**config.mk**
```make
export PLATFORM = sky130hd
export DESIGN_NAME = pt_write_buffer
export DESIGN_NICKNAME = d
export VERILOG_FILES = /design/src/rtl/pt_write_buffer.sv
export SDC_FILE = /design/constraint.sdc
export NUM_CORES = 1
export LEC_CHECK = 0
export CORE_UTILIZATION = 61
export DETAILED_ROUTE_END_ITERATION = 7
export PLACE_DENSITY = 0.89
export SLEW_MARGIN = 25
export SYNTH_ARGS = -nofsm -noshare
export SYNTH_HDL_FRONTEND = slang
export SYNTH_SLANG_ARGS = --single-unit
```
**constraint.sdc**
```tcl
create_clock -name clk -period 5 [get_ports clk]
set_input_delay 0.5 -clock clk [delete_from_list [all_inputs] [get_ports clk]]
set_output_delay 0.5 -clock clk [all_outputs]
set_load 0.01 [all_outputs]
```
**src/rtl/pt_write_buffer.sv**
```systemverilog
// pt_write_buffer: sits between projective_transform and memory_interface.
// It drops off-screen pixels and turns (x,y) into a linear frame-buffer
// address. Accepted writes are queued in a show-ahead FIFO and drained on a
// we/grant handshake. ptflag tells the upstream transform when it must stall.
module pt_write_buffer #(
  parameter int DEPTH = 16,
  parameter int AW    = 4,
  parameter int H_RES = 640,
  parameter int V_RES = 480
) (
  input  logic          clk,
  input  logic          reset,
  input  logic [17:0]   pt_pixel_write,
  input  logic [9:0]    pt_x,
  input  logic [8:0]    pt_y,
  input  logic          pt_wr,
  output logic          ptflag,
  output logic [18:0]   mem_addr,
  output logic [17:0]   mem_data,
  output logic          mem_we,
  input  logic          mem_grant,
  output logic [AW:0]   level,
  output logic          overflow
);

  typedef struct packed {
    logic [18:0] addr;
    logic [17:0] data;
  } entry_t;

  localparam logic [9:0]    X_LIM     = 10'(H_RES);
  localparam logic [8:0]    Y_LIM     = 9'(V_RES);
  localparam logic [AW:0]   LEVEL_MAX = (AW+1)'(DEPTH);
  localparam logic [AW+1:0] FLAG_LIM  = (AW+2)'(DEPTH - 3);

  // Stage-1 pipeline register
  logic   s1_valid_q, s1_valid_d;
  entry_t s1_entry_q, s1_entry_d;

  // FIFO state
  entry_t          fifo_mem [DEPTH];
  logic [AW-1:0]   wr_ptr_q, wr_ptr_d;
  logic [AW-1:0]   rd_ptr_q, rd_ptr_d;
  logic [AW:0]     level_q, level_d;
  logic            overflow_q, overflow_d;
  logic            ptflag_q, ptflag_d;

  logic            in_range;
  logic [18:0]     lin_addr;
  logic            empty, full, push, pop, drop;
  logic [AW+1:0]   fill_sum;

  // Stage 1: range check and y*640+x as (y<<9)+(y<<7)+x
  always_comb begin
    in_range   = (pt_x < X_LIM) && (pt_y < Y_LIM);
    lin_addr   = {1'b0, pt_y, 9'd0} + {3'b0, pt_y, 7'd0} + {9'b0, pt_x};
    s1_valid_d = pt_wr && in_range;
    s1_entry_d = s1_entry_q;
    if (s1_valid_d) begin
      s1_entry_d = '{addr: lin_addr, data: pt_pixel_write};
    end
  end

  // FIFO control: push/pop arbitration, occupancy, sticky overflow, ptflag
  always_comb begin
    empty      = (level_q == '0);
    full       = (level_q == LEVEL_MAX);
    pop        = !empty && mem_grant;
    // A pop in the same cycle frees the slot, so a full FIFO still accepts.
    push       = s1_valid_q && (!full || pop);
    drop       = s1_valid_q && full && !pop;
    wr_ptr_d   = push ? wr_ptr_q + 1'b1 : wr_ptr_q;
    rd_ptr_d   = pop  ? rd_ptr_q + 1'b1 : rd_ptr_q;
    level_d    = level_q;
    case ({push, pop})
      2'b10:   level_d = level_q + 1'b1;
      2'b01:   level_d = level_q - 1'b1;
      default: level_d = level_q;
    endcase
    overflow_d = overflow_q || drop;
    // Three-slot margin: one for the registered flag, one for the stage-1
    // entry, one for a request issued while the flag is still seen high.
    fill_sum   = {1'b0, level_q} + (AW+2)'(s1_valid_q) + (AW+2)'(pt_wr);
    ptflag_d   = (fill_sum <= FLAG_LIM);
  end

  // Control and pipeline registers with synchronous reset
  always_ff @(posedge clk) begin
    // NOTE: all sequential state uses non-blocking assignments so every
    // register samples pre-edge values regardless of block ordering.
    if (reset) begin
      s1_valid_q <= 1'b0;
      s1_entry_q <= '0;
      wr_ptr_q   <= '0;
      rd_ptr_q   <= '0;
      level_q    <= '0;
      overflow_q <= 1'b0;
      ptflag_q   <= 1'b0;
    end else begin
      s1_valid_q <= s1_valid_d;
      s1_entry_q <= s1_entry_d;
      wr_ptr_q   <= wr_ptr_d;
      rd_ptr_q   <= rd_ptr_d;
      level_q    <= level_d;
      overflow_q <= overflow_d;
      ptflag_q   <= ptflag_d;
    end
  end

  // FIFO storage write port
  always_ff @(posedge clk) begin
    // NOTE: storage is deliberately not reset; emptiness is tracked by
    // level_q and the head is masked to 0 while empty.
    if (push) begin
      fifo_mem[wr_ptr_q] <= s1_entry_q;
    end
  end

  // Show-ahead head and status outputs
  always_comb begin
    mem_we   = !empty;
    mem_addr = empty ? '0 : fifo_mem[rd_ptr_q].addr;
    mem_data = empty ? '0 : fifo_mem[rd_ptr_q].data;
    level    = level_q;
    overflow = overflow_q;
    ptflag   = ptflag_q;
  end

endmodule

```
Yosys cells after proc, flatten, opt, wreduce, memory -nomap -nowiden
Memory sizes are Yosys's and may differ from the RTL's. A register that Yosys moved wholly into a read port is not among the register bits. Cells that the tools add are included.

Bits in registers: 53. Latch bits: 0. Memory bits (writable): 592. Bits in read-only memories: 0. Bits of input ports: 41. Output and inout bits: 45. Logic and storage cells: 43. Memories kept: 1.

Memory list: fifo_mem (depth 16, width 37, read ports 1, clocked after memory_dff 1, wr ports 1, line 41) `entry_t fifo_mem [DEPTH];`.

Add/sub/neg operators: 8. $mul: 0. Divide/modulo/power cells: 0. Magnitude comparators: 3. Equality and inequality tests: 3. Shifts and indexed selects: 0. Mux-type cells: 7. Bitwise logic cells: 0. Reduce and logical (&&, ||, !) cells: 13.

Operator list (count): $add A18 B16 Y19 (1); $add A19 B10 Y19 (1); $mux W19 (1); $mux W18 (1); $lt A10 B10 Y1 const B (1); $pmux W5 S2 (1); $lt A9 B9 Y1 const B (1); $add A4 B1 Y4 const B (2); $mux W4 (2); $add A5 B1 Y6 (1); $add A6 B1 Y6 (1); $le A6 B4 Y1 const B (1); $logic_and A1 B1 Y1 (6); $add A5 B1 Y5 const B (1); $eq A5 B5 Y1 const B (1); $logic_not A5 Y1 (1); $sub A5 B1 Y5 const B (1); $logic_not A1 Y1 (3); $eq A2 B1 Y1 const B (1); $eq A2 B2 Y1 const B (1); $logic_or A1 B1 Y1 (2); $mux W1 (2); $reduce_bool A2 Y1 (1).

Depth between registers and ports, before layout
Gate-level depths: netlist of the first run.

Word-level depth: 7. Gate-level depth with buffers: 9. Depth with buffers taken out: 9.

Worst setup path before layout of the first run
Ideal clock, no wire load.

Kind: flip-flop to flip-flop. From: register level_q[0] (netlist: level[0]). To: memory fifo_mem[3][0] (netlist bit), enable pin. Library setup time: 0.477 ns. Data arrival time: 3.616 ns. Data required time: 4.523 ns. Slack: 0.906 ns. Cell stages (with the launch flop): 6. Path buffers: 1. Period minus slack after synthesis: 4.094 ns. Path through: dfxtp_1 or4_4 o31a_1 buf_6 nand2_1 nor3_1.

Cells in the longest elaborated chain, start to end: 7. Elaborated cells between the ends (all ways): 9. Classes of those cells: eq/ne: 1; mux: 2; reduce/logical: 6.

RTL lines: start, declared (line 44) `logic [AW:0] level_q, level_d;`; start signal, assigned (line 104) `level_q <= level_d;`; $logic_not A5 Y1 (line 66) `empty = (level_q == '0);`; $logic_not A1 Y1 (line 68) `pop = !empty && mem_grant;`; $logic_and A1 B1 Y1 (line 68); $logic_or A1 B1 Y1 * (line 70) `push = s1_valid_q && (!full || pop);`; $logic_and A1 B1 Y1 * (line 70); $mux W1 * (line 114) `if (push) begin`; $mux W1 (not written as such) * (line 115) `fifo_mem[wr_ptr_q] <= s1_entry_q;`; end, declared (line 41).

Every way passes the cells marked *; elsewhere a longest branch is shown, timed or not.

Worst setup path after layout of the first run
From: register level_q[0] (netlist: level[0]). To: output port mem_addr[14].

Cells in the longest elaborated chain, start to end: 2.

RTL lines: $logic_not A5 Y1 (line 66); $mux W19 (line 122) `mem_addr = empty ? '0 : fifo_mem[rd_ptr_q].addr;`; end, declared (line 18) `output logic [18:0] mem_addr,`.

No other way between the ends.

==> qor.csv, run 1 <==
stage;metric;value;unit
power_and_ir_drop;Comb pwr share;19.1;%
clock_network;# Post-CTS Setup Buffers;0;
synth;Top FF cell, synth;edfxtp_1;
place;hpwl dp;31400;µm
clock_network;clk slew on worst S/H paths;0.06;ns
global_routing;total global routing overflow;0;
floorplanning;Ports;86;
final_layout;final design utilization;70.9;%
routing;vias per cell;6.76;
global_routing;gr usage total;29.1;%
hold_path;Worst Hold Class;in2reg;
floorplanning;Rows;74;
routing;vias;13200;
synth;Post-synth EDFFs;592;
timing;final setup fails;0;
clock_network;TritonCTS clock tree;built;
critical_path;reg2reg end;fifo_mem[11][17];
critical_path;Crit. Startpoint;level[0];
outcome;status;finished, final reports clean;
global_routing;first-pass GRT wire length;86300;µm
global_routing;initial antenna violation count;1;
timing;final hold viol count;0;
power_and_ir_drop;sw frac;25.6;%
power_and_ir_drop;Net Sw Power;3.47;mW
routing;Routed WL;59900;µm
floorplanning;core box area;40700;µm²
floorplanning;chip width;205;µm
critical_path;FF-to-FF Start;level[0];
critical_path;Critical Path AT;3.55;ns
timing;Period Utilization, post-route;81.0;%
timing;Slew Limit Headroom;29.3;%
global_routing;largest net degree at the start of global routing;56;
critical_path;CP Capture Type;primary output;
power_and_ir_drop;Internal Power;10.1;mW
synth;post-synthesis sequential area ratio;75.1;%
synth;ys async rst share;0;%
synth;flops & latches, synth;649;
critical_path;Crit Path Class;reg2out;
floorplanning;Initial Util;61.8;%
final_layout;# diodes;0;
timing;fmax;247;MHz
critical_path;Critical Path Source Type;register;
timing;fin. max-slew vios;0;
clock_network;Clock Sinks;649;
final_layout;Seq. cell area;18900;µm²
critical_path;Top delay family on crit path;simple AND/OR/NAND/NOR gates;
power_and_ir_drop;sequential share of power;46.2;%
routing;Starting DRT DRC Count;1538;
clock_network;CTS resizes;0;
clock_network;total CTS buffers;58;
place;pre-CTS setup slack;1.61;ns
synth;Synth top cells by count;edfxtp_1 (592), mux4_2 (148), mux2i_1 (77), nand2_1 (69), dfxtp_1 (57);
power_and_ir_drop;IR drop worst, VDD;0.306;mV
power_and_ir_drop;PD cells;469;nW/µm²
clock_network;hold buffer count at CTS;0;
final_layout;area grow syn2layout;14.8;%
critical_path;r2r setup slk;1.94;ns
critical_path;critical path's largest stage delay;0.59;ns
timing;TNS Setup;0;ns
power_and_ir_drop;clock power share;34.8;%
synth;yosys warns;0;
final_layout;nets@finish;1436;
timing;min Tclk post-route;4.05;ns
clock_network;clk root buf;clkbuf_16;
final_layout;Filler cells;2258;
critical_path;WP buf/inv;2;
synth;post-synth top area share;70.6;%
synth;count leader, synth;edfxtp_1;
final_layout;layout cells sized above 1;21.5;%
synth;syn nets;1320;
timing;worst clock skew;0.0233;ns
clock_network;Clock Path Buffers;3;
timing;RSZ-0062 raised after global routing;no;
synth;Synth area leader;edfxtp_1;
critical_path;Worst EP required;4.50;ns
run;Max Cap Violations;0;
synth;ranking of synthesized cells by area;edfxtp_1 (71%), mux4_2 (13%), dfxtp_1 (4.5%);
floorplanning;Die Y;205;µm
critical_path;CP endpoint;mem_addr[14];
synth;Synth Area per Inst;20.2;µm²
final_layout;multi-input logic area;6060;µm²
power_and_ir_drop;leakage power;9.12;nW
place;port bufs;85;
synth;Yosys cell types;46;
clock_network;H-tree Lvls;2;
critical_path;Crit-path slowest cell;or4_4;
critical_path;CP Depth;6;
global_routing;vias in the first global route;13600;
critical_path;R2R depth;5;
place;final RePlAce weighted congestion;0.773;
synth;Post-Syn Area;25200;µm²
routing;# DRC;0;
clock_network;worst skew pair latency;0.62;ns
synth;Synth Instances;1249;
timing;Slew @ Worst Pin;1.06;ns
critical_path;Cell Chain, Critical Path;or4_4 -> nand2b_1 -> nand2_2 -> buf_4 -> o22ai_1 -> clkdlybuf4s50_1;
critical_path;worst-path maximum fanout;24;
routing;antenna viol nets, final;0;
routing;Routed WL per cell;30.8;µm
timing;setup ws final;0.950;ns
floorplanning;Die Area;42100;µm²
routing;DRT Pass-1 Iters;5;
power by group through the flow:
stage / Clock, mW / Sequential, mW / Combinational, mW
2_1_floorplan: 0 / 6.23 / 1.64
3_3_place_gp: 0 / 6.35 / 2.49
3_5_place_dp: 0 / 6.37 / 2.56
4_1_cts: 4.74 / 6.26 / 2.61
5_1_grt: 4.93 / 6.28 / 2.74
6_report: 4.72 / 6.26 / 2.59
cells by family (layout without fill, tap and decap cells):
family / Yosys count / in the layout / share of synthesized area, %
AOI/OAI and AO/OA: 108 / 108 / 2.65
DFF: 649 / 649 / 75.1
muxes: 227 / 227 / 16.4
and+or+nand+nor: 148 / 148 / 2.56
adders and majority gates: 30 / 30 / 1.61
buffers and inverters: 77 / 243 / 1.29
xor gates and xnor gates: 10 / 10 / 0.348
final cells by class:
cell class | instances | share of cell area (%)
clock buffers | 77 | 5.55
clock inverters | 33 | 1.47
inverters | 12 | 0.156
multi-input cells | 523 | 21.0
flip-flops and latches | 649 | 65.5
well taps | 532 | 2.30
repair buffers | 121 | 4.08
worst min path at each step:
stage                           start              to  slack, ns  cells past startpoint
final                           reset  s1_entry_q[20]       0.38                      2
after global routing            reset  s1_entry_q[19]       0.37                      2
after detailed placement     overflow        overflow       0.46                      2
after floorplan           rd_ptr_q[3]        register       0.46                      2
after global placement    rd_ptr_q[3]        register       0.47                      2
after CTS                       reset  s1_entry_q[20]       0.35                      2
placed cells by master, fill, tap and decap left out, types with 14 or more instances in the layout:
cell               n
mux4_2           148
dfxtp_1           54
clkbuf_16         59
nand2_1           68
mux2i_1           77
nor2_1            23
nand3_1           14
edfxtp_1         592
ha_1              26
clkdlybuf4s50_1   84
a21oi_1           40
o22ai_1           38
buf_4             31
through the flow:
stage | hold slack (ns) | instances | area (µm²) | total power [mW]
final | 0.377 | 1947 | 28900 | 13.6
after global routing | 0.374 | 1947 | 28900 | 13.9
after CTS | 0.354 | 1947 | 28900 | 13.6
after detailed placement | 0.462 | 1837 | 26900 | 8.93
after global placement | 0.474 | 1837 | 26900 | 8.84
after floorplan | 0.459 | 1249 | 25200 | 7.87
registers in the layout, indices dropped and copies added (netlist names), named ones only:
name,cells
rd_ptr_q,4
s1_valid_q,1
overflow,1
s1_entry_q,37
fifo_mem,592
ptflag,1
level,5
wr_ptr_q,4
routing by layer:
| layer | vias to the layer above | wire length [µm] | GRT usage (%) | part of all wire (%) |
|---|---|---|---|---|
| met4 | 2 | 1910 | 11.1 | 3.2 |
| met2 | 922 | 30000 | 47.8 | 50 |
| met5 | - | 12 | 0 | 0.020 |
| met1 | 6735 | 21300 | 38.4 | 36 |
| li1 | 5347 | - | - | - |
| met3 | 159 | 6740 | 6.62 | 11 |
Power figures use the tool's default switching activity.
==> inputs of run 2 (changes only) <==
--- a/config.mk
+++ b/config.mk
@@ -5,9 +5,9 @@
 export SDC_FILE = /design/constraint.sdc
 export NUM_CORES = 1
 export LEC_CHECK = 0
-export CORE_UTILIZATION = 61
+export CORE_UTILIZATION = 55
 export DETAILED_ROUTE_END_ITERATION = 7
-export PLACE_DENSITY = 0.89
+export PLACE_DENSITY = 0.86
 export SLEW_MARGIN = 25
 export SYNTH_ARGS = -nofsm -noshare
 export SYNTH_HDL_FRONTEND = slang
==> constraint.sdc (replaced) <==
create_clock -name clk -period 3.6 [get_ports clk]
set_input_delay 0.36 -clock clk [delete_from_list [all_inputs] [get_ports clk]]
set_output_delay 0.36 -clock clk [all_outputs]
set_load 0.01 [all_outputs]
==> qor.csv, run 2 (synthesized netlist as in run 1, its figures left out) <==
stage;metric;value;unit
floorplanning;Ports;86;
critical_path;Critical Path Source Type;register;
power_and_ir_drop;total power;18.5;mW
place;final RePlAce weighted congestion;0.769;
timing;final hold viol count;0;
final_layout;commonest non-fill, non-tap cell in the layout;edfxtp_1;
critical_path;Crit-path slowest cell;or4_4;
floorplanning;chip width;216;µm
critical_path;critical path's largest stage delay;0.59;ns
power_and_ir_drop;PD cells;633;nW/µm²
place;pre-CTS setup slack;0.539;ns
timing;Slew Limit Headroom;35.4;%
routing;# DRC;0;
global_routing;vias in the first global route;13300;
final_layout;layout cells sized above 1;20.6;%
timing;final setup fails;0;
global_routing;first-pass GRT wire length;83400;µm
timing;TNS Setup;0;ns
final_layout;# diodes;0;
clock_network;total CTS buffers;60;
global_routing;total global routing overflow;0;
global_routing;initial antenna violation count;0;
run;Max Cap Violations;0;
timing;setup ws final;0.170;ns
timing;fin. max-slew vios;0;
timing;Slew @ Worst Pin;0.969;ns
timing;min Tclk post-route;3.43;ns
critical_path;worst-path maximum fanout;15;
routing;Routed WL per cell;28.1;µm
place;DP Area;27300;µm²
final_layout;max FFs per register;592;
timing;RSZ-0062 raised after global routing;no;
critical_path;Cell Chain, Critical Path;or4_4 -> nand2b_2 -> nand2_8 -> buf_4 -> o22ai_1 -> clkdlybuf4s50_1;
clock_network;H-tree Lvls;2;
routing;antenna viol nets, final;0;
final_layout;nets@finish;1441;
routing;Routed WL;56700;µm
clock_network;hold buffer count at CTS;0;
floorplanning;Die Area;46600;µm²
floorplanning;Die Y;216;µm
critical_path;Critical Path AT;3.07;ns
timing;fmax;292;MHz
floorplanning;Rows;78;
routing;Starting DRT DRC Count;1505;
clock_network;Clock Sinks;649;
routing;vias per cell;6.34;
outcome;status;finished, final reports clean;
clock_network;Clock Path Buffers;3;
hold_path;Worst Hold Class;in2reg;
clock_network;TritonCTS clock tree;built;
final_layout;Filler cells;2880;
critical_path;Worst EP required;3.24;ns
routing;DRT Pass-1 Iters;5;
final_layout;Post-Layout Inst Area;29200;µm²
final_layout;area grow syn2layout;15.9;%
global_routing;gr usage total;24.7;%
place;port bufs;85;
floorplanning;Initial Util;55.6;%
timing;hold slack final;0.287;ns
floorplanning;core box area;45300;µm²
timing;Period Utilization, post-route;95.3;%
clock_network;clk slew on worst S/H paths;0.06;ns
critical_path;CP Capture Type;primary output;
global_routing;largest net degree at the start of global routing;60;
place;hpwl dp;30000;µm
routing;vias;12800;
power_and_ir_drop;IR drop worst, VDD;0.509;mV
final_layout;Seq. cell area;18900;µm²
power_and_ir_drop;leakage power;9.10;nW
timing;worst clock skew;0.0129;ns
final_layout;multi-input logic area;6100;µm²
final_layout;most frequent cells in the layout;edfxtp_1 (592), mux4_2 (148), clkdlybuf4s50_1 (84);
final_layout;Most flops, register;fifo_mem;
clock_network;worst skew pair latency;0.62;ns
clock_network;clk root buf;clkbuf_16;
critical_path;Crit Path Class;reg2out;
==> run 2: changes by cell type in the layout (fill, tap and decap cells not counted), sizes merged <==
cell,before,now
buf,37,40
clkinvlp,4,0
clkbuf,77,93
bufinv,9,4
clkinv,18,14
==> run 2: layout make-up <==
class	count	area share (%)
timing repair buffer	124	5.02
multi-input combinational	523	20.9
clock inverter	20	0.686
sequential	649	64.9
inverter	12	0.154
tap	600	2.57
clock buffer	93	5.75
==> run 2: critical path: cells and delay by family (launching register included) <==
| kind | cells | cell delay (ns) |
|---|---|---|
| DFF | 1 | 0.39 |
| buffers and inverters | 2 | 0.77 |
| AOI/OAI and AO/OA | 1 | 0.16 |
| and+or+nand+nor | 3 | 1.12 |
==> run 2: through the flow <==
| step | util, % | instances |
|---|---|---|
| after global placement | 60.2 | 1907 |
| after CTS | 64.4 | 2021 |
| final | 64.4 | 2021 |
| after global routing | 64.4 | 2021 |
| after detailed placement | 60.2 | 1907 |
| after floorplan | - | 1249 |
==> run 2: layer usage <==
layer | up-vias | share of wire, % | wire length (µm) | GRT usage [%]
met2 | 753 | 52 | 29200 | 42.2
met5 | - | 0 | 0 | 0
met4 | 0 | 2.8 | 1580 | 7.70
met1 | 6578 | 36 | 20600 | 32.3
li1 | 5368 | - | - | -
met3 | 113 | 9.3 | 5250 | 4.81
==> run 2: final timing paths <==
kind                                from        endpoint  slack, ns  depth (start not counted)
worst max-delay path            level[0]    mem_addr[17]       0.17                          6
worst min-delay path             pt_x[6]  s1_entry_q[24]       0.29                          3
worst max register to register  level[0]        level[4]       0.66                          8
worst min register to register  overflow        overflow       0.50                          2
==> run 2: report_power, final <==
group / leakage [nW] / internal, mW / switching, mW / total, mW
clock network: 0.907 / 3.48 / 2.63 / 6.11
registers: 5.93 / 8.35 / 0.230 / 8.59
logic: 2.27 / 1.95 / 1.81 / 3.77
total: 9.10 / 13.8 / 4.67 / 18.5
==> run 2: what timing repair did <==
item                                    in CTS  in global routing
buffers inserted                             1                  0
endpoints found under the setup margin      24                 24
hold endpoints to repair                     0                  0
pin swaps                                    0                  0
gates resized for setup                      2                  2
==> inputs of run 3 (changes only) <==
--- a/config.mk
+++ b/config.mk
@@ -7,6 +7,7 @@
 export LEC_CHECK = 0
 export CORE_UTILIZATION = 55
 export DETAILED_ROUTE_END_ITERATION = 7
+export HOLD_SLACK_MARGIN = 0.03
 export PLACE_DENSITY = 0.86
 export SLEW_MARGIN = 25
 export SYNTH_ARGS = -nofsm -noshare
==> results of run 3 <==
No change in the layout: final DEF, timing and power equal those of run 2.
